## src/rtl/booth_mult_seq_pkg.sv

```systemverilog
// Shared constants and FSM encoding for the sequential radix-4 Booth multiplier.
package booth_mult_seq_pkg;

    localparam int unsigned DATA_W = 32;
    localparam int unsigned ITERS  = 16;
    localparam int unsigned ACC_W  = DATA_W + 2;
    localparam int unsigned CNT_W  = $clog2(ITERS + 1);
    localparam int unsigned SHR_W  = ACC_W + DATA_W + 1;

    localparam logic [1:0] ST_IDLE = 2'd0;
    localparam logic [1:0] ST_RUN  = 2'd1;
    localparam logic [1:0] ST_DONE = 2'd2;

endpackage

```

## src/rtl/booth_mult_seq_recoder.sv

```systemverilog
// Radix-4 Booth digit selection: maps a 3-bit window to 0, +/-M or +/-2M at accumulator width.
module booth_recoder
    import booth_mult_seq_pkg::*;
(
    input  logic [2:0]        window,
    input  logic [DATA_W-1:0] m,
    output logic [ACC_W-1:0]  addend_c
);

    logic [ACC_W-1:0] m1;
    logic [ACC_W-1:0] m2;
    logic [ACC_W-1:0] neg1;
    logic [ACC_W-1:0] neg2;

    // Two guard bits keep 2M and -2M exact even for M = -2^31.
    assign m1   = {{2{m[DATA_W-1]}}, m};
    assign m2   = {m1[ACC_W-2:0], 1'b0};
    assign neg1 = (~m1) + ACC_W'(1);
    assign neg2 = (~m2) + ACC_W'(1);

    always_comb begin
        addend_c = '0;
        case (window)
            3'b001, 3'b010: addend_c = m1;
            3'b011:         addend_c = m2;
            3'b100:         addend_c = neg2;
            3'b101, 3'b110: addend_c = neg1;
            default:        addend_c = '0;
        endcase
    end

endmodule

```

## src/rtl/booth_mult_seq.sv

```systemverilog
// Sequential signed 32x32 multiplier, two bits of multiplier retired per RUN cycle.
module booth_mult_seq
    import booth_mult_seq_pkg::*;
(
    input  logic              clk,
    input  logic              Clear,
    input  logic              start,
    input  logic [DATA_W-1:0] multiplicand,
    input  logic [DATA_W-1:0] multiplier,
    output logic              busy,
    output logic              done,
    output logic [DATA_W-1:0] product_hi,
    output logic [DATA_W-1:0] product_lo
);

    logic [1:0]        state;
    logic [1:0]        state_next;
    logic [CNT_W-1:0]  cnt;
    logic [DATA_W-1:0] m_reg;
    logic [ACC_W-1:0]  acc;
    logic [DATA_W-1:0] q_reg;
    logic              q_m1;

    logic [ACC_W-1:0]  addend_c;
    logic [ACC_W-1:0]  sum_c;
    logic signed [SHR_W-1:0] shifted_c;
    logic              iter_last_c;

    booth_recoder u_recoder (
        .window   ({q_reg[1:0], q_m1}),
        .m        (m_reg),
        .addend_c (addend_c)
    );

    assign sum_c       = acc + addend_c;
    assign shifted_c   = $signed({sum_c, q_reg, q_m1}) >>> 2;
    assign iter_last_c = (cnt == CNT_W'(ITERS));

    // Next-state logic; the RUN cycle after the 16th iteration hands the settled result to DONE.
    always_comb begin
        state_next = state;
        case (state)
            ST_IDLE: if (start) state_next = ST_RUN;
            ST_RUN:  if (iter_last_c) state_next = ST_DONE;
            ST_DONE: state_next = ST_IDLE;
            default: state_next = ST_IDLE;
        endcase
    end

    always_ff @(posedge clk) begin
        if (Clear) begin
            state      <= ST_IDLE;
            busy       <= 1'b0;
            done       <= 1'b0;
            cnt        <= '0;
            m_reg      <= '0;
            acc        <= '0;
            q_reg      <= '0;
            q_m1       <= 1'b0;
            product_hi <= '0;
            product_lo <= '0;
        end else begin
            state <= state_next;
            busy  <= (state_next != ST_IDLE);
            done  <= (state_next == ST_DONE);
            case (state)
                ST_IDLE: begin
                    if (start) begin
                        m_reg <= multiplicand;
                        q_reg <= multiplier;
                        q_m1  <= 1'b0;
                        acc   <= '0;
                        cnt   <= '0;
                    end
                end
                ST_RUN: begin
                    if (!iter_last_c) begin
                        acc   <= shifted_c[SHR_W-1 -: ACC_W];
                        q_reg <= shifted_c[DATA_W:1];
                        q_m1  <= shifted_c[0];
                        cnt   <= cnt + CNT_W'(1);
                    end else begin
                        product_hi <= acc[DATA_W-1:0];
                        product_lo <= q_reg;
                    end
                end
                default: ;
            endcase
        end
    end

endmodule

```

## config.mk

```make
export PLATFORM = sky130hd
export DESIGN_NAME = booth_mult_seq
export DESIGN_NICKNAME = d
export VERILOG_FILES = /design/src/rtl/booth_mult_seq_pkg.sv /design/src/rtl/booth_mult_seq_recoder.sv /design/src/rtl/booth_mult_seq.sv
export SDC_FILE = /design/constraint.sdc
export NUM_CORES = 1
export LEC_CHECK = 0
export ABC_CLOCK_PERIOD_IN_PS = 4650
export BUFFER_PORTS_ARGS = -buffer_cell sky130_fd_sc_hd__buf_2
export CORE_ASPECT_RATIO = 1.5
export CORE_MARGIN = 2
export CORE_UTILIZATION = 59
export CTS_CLUSTER_SIZE = 24
export DETAILED_ROUTE_END_ITERATION = 8
export PLACE_DENSITY = 0.83
export SKIP_LAST_GASP = 1
export SLEW_MARGIN = 5
export SYNTH_ARGS = -nofsm -noshare
export SYNTH_HDL_FRONTEND = slang
export SYNTH_HIERARCHICAL = 1
export SYNTH_SLANG_ARGS = --single-unit
```

## constraint.sdc

```tcl
create_clock -name clk -period 4.65 [get_ports clk]
set_input_delay 0.93 -clock clk [delete_from_list [all_inputs] [get_ports clk]]
set_output_delay 0.93 -clock clk [all_outputs]
set_load 0.1 [all_outputs]
```

==> impl_metrics.tcl <==
set metrics [dict create \
    drive_gt1_share_pct 17.3 \
    rr_startpoint "m_reg[1]$_SDFFE_PP0P_" \
    grt_util_met1_pct 35.0 \
    postCtsResizedCells 0 \
    yosys.area.top_type "dfxtp_1" \
    fin_crit_ps 4360 \
    design.core.area_sq_um 16700 \
    place.port_buffers 132 \
    synth_most_common_cell "nand2_1" \
    ir_drop_mv 0.287 \
    cp_data_required_time_ps 4980 \
    syn_nets 1425 \
    cp-startpoint "m_reg[1]$_SDFFE_PP0P_" \
    die_h_um 164 \
    gr-total-overflow 0 \
    cts_tree "built" \
    power_density_nw_per_um2 346 \
    hold_class "reg2reg" \
    wl_um 27300 \
    place_congestion 1.04 \
    total_power_mw 3.98 \
    async_flop_share_pct 0 \
    fin_ws_ps 294 \
    wire_per_inst_um 16.7 \
    critPathBufInv 2 \
    grt_usage_pct 29.9 \
    drtAntennaViolNets 0 \
    grt_util_met2_pct 52.0 \
    cts_setup_buffers 0 \
    grt_setup_unrepaired "false" \
    drt-pass1-iter-count 6 \
    pin_count 133 \
    syn2layout_area_growth_pct 14.9 \
    hold_viol 0 \
    vias 9868 \
    row_count 58 \
    synth.distinct_cells 76 \
    setup_viol 0 \
    max_freq_mhz 230 \
    start_util_pct 60.0 \
    grt_pass1_vias 9091 \
    crit_arrival_ps 4690 \
    power.leakage_nw 4.94 \
    r2r_setup_slack_ps 290 \
    max_stage_delay_ps 690 \
    clkSinkCount 170 \
    top_usage_layer "met2" \
    worst_pin_slew_ps 1230 \
    slew_viol_final 0 \
    postSynthCellCount 1321 \
    tns_ps 0 \
    netlist.area_leader.share_pct 34.0 \
    cts.clk_slew.worst_paths_ps 70 \
    critPathLaunchType "flop" \
    cts_buffer_depth 2 \
    fin_worst_skew_ps 6.29 \
    dp_hpwl_um 19200 \
    grt_pass1_wl_um 43300 \
    hold_buffers 0 \
    hp-start "product_lo[8]$_SDFFE_PP0P_" \
    antenna_found_initial 0 \
    clockRootBuffer "clkbuf_16" \
    cp-end-kind "flop" \
    whs_ps 450 \
    dp_slack_ps 289 \
    relSlewSlack_pct 17.8 \
    drtIter0Drc 883 \
    cpLargestDelayFamily "simple AND/OR/NAND/NOR gates" \
    layout.nets 1516 \
    numCtsBuffers 17 \
    diodes 0 \
    crit_path_top_delay_cell "or4b_2" \
    die-area_sq_um 18100 \
    synth.avg_cell_area_sq_um 7.58 \
    syn_area_sq_um 10000 \
    seq_area_frac_synth_pct 34.0 \
    grt_start_max_net_pins 115 \
    clk_latency_ps 440 \
    post-place-cells 1603 \
    routed_via_density 6.04 \
    synthTopCellsByArea "dfxtp_1 34%, nand2_1 10%, a21oi_1 8.4%, mux2i_1 4.7%, ha_1 4.5%" \
    htreeDepth 4 \
    synthTopCellsByCount "279 x nand2_1, 170 x dfxtp_1, 168 x a21oi_1" \
    path_class "reg2reg" \
    drc 0 \
    fin_crit_sh_pct 93.7 \
    crit_path_max_fanout 6 \
    use_met3_pct 5.35 \
    fin_cells 1635 \
    status "completed" \
    ys.warnings.count 6 \
    synthFlopType "dfxtp_1" \
    synth_edf_count 0 \
    ys_ff_latch 170 \
    die_w_um 110 \
    cap_violations 0 \
    cp_cell_sequence "inv_1 > ha_1 > nor4b_2 > buf_4 > nand3_1 > or4b_2 > xor2_1 > a21oi_1 > a211oi_1 > ha_1 > and3_1 > nand3_1 > a41oi_1 > a211oi_2 > o21ai_1 > a41oi_1 > mux2i_1 > nand2_1" \
]
==> cell type report <==
cell class              instances  area [sq um]
fillers                      1450          5190
repair buffers                175           986
inverters                      21          78.8
clock inverters                14           153
flip-flops and latches        170          3400
well taps                     210           263
multi-input cells            1027          6180
clock buffers                  18           439
==> cell families (layout without fill, tap and decap cells) <==
| group | after synthesis | in the layout | share of synthesized area (%) |
|---|---|---|---|
| and+or+nand+nor | 496 | 496 | 21.9 |
| AOI/OAI and AO/OA | 383 | 383 | 24.2 |
| DFF | 170 | 170 | 34.0 |
| buffers and inverters | 124 | 228 | 4.84 |
| xor gates and xnor gates | 59 | 59 | 5.16 |
| muxes | 52 | 52 | 5.26 |
| adders and majority gates | 37 | 37 | 4.70 |
==> power breakdown <==
group | total [mW] | internal (mW) | switching, mW
clock network | 1.43 | 0.776 | 0.656
registers | 1.61 | 1.53 | 0.0863
logic | 0.934 | 0.368 | 0.566
==> final timing paths <==
check	endpoint	cells after the start
hold reg to reg	product_lo[8]$_SDFFE_PP0P_	2
setup / recovery	acc[29]$_SDFFE_PP0P_	18
hold / removal	product_lo[8]$_SDFFE_PP0P_	2
setup reg to reg	acc[29]$_SDFFE_PP0P_	18
==> metrics by stage <==
step | util (%) | cell area, sq um
2_1_floorplan | - | 10000
3_5_place_dp | 65.1 | 10900
6_report | 68.9 | 11500
4_1_cts | 68.7 | 11500
3_3_place_gp | 65.1 | 10900
5_1_grt | 68.9 | 11500
==> worst reg2reg max path, stage by stage (launching register included) <==
cell and delay [ps]:
dfxtp_1 370, inv_1 90, ha_1 210, nor4b_2 220, buf_4 170, nand3_1 220
or4b_2 690, xor2_1 210, a21oi_1 90, a211oi_1 230, ha_1 360, and3_1 250
nand3_1 100, a41oi_1 50, a211oi_2 270, o21ai_1 190, a41oi_1 280, mux2i_1 200
nand2_1 60
==> layer usage <==
| layer | up-vias | wire [um] |
|---|---|---|
| met5 | - | 0 |
| met4 | 0 | 1020 |
| met3 | 92 | 1800 |
| met2 | 393 | 13400 |
| met1 | 4533 | 11100 |
| li1 | 4850 | - |
==> cell usage in the layout (no fill, tap or decap), drive strengths merged, types with 8 or more instances in the layout <==
cell type and instances:
and3 8, nor2 102, nor4 11, nand2 279, nor3 20, a21oi 169, a21o 30, xnor2 36
nand3 32, a211oi 38, clkbuf 18, inv 28, nand4 9, a31oi 17, o21ai 49, buf 175
mux2i 47, a22oi 9, ha 36, dfxtp 170, xor2 23
Power figures use the tool's default switching activity.
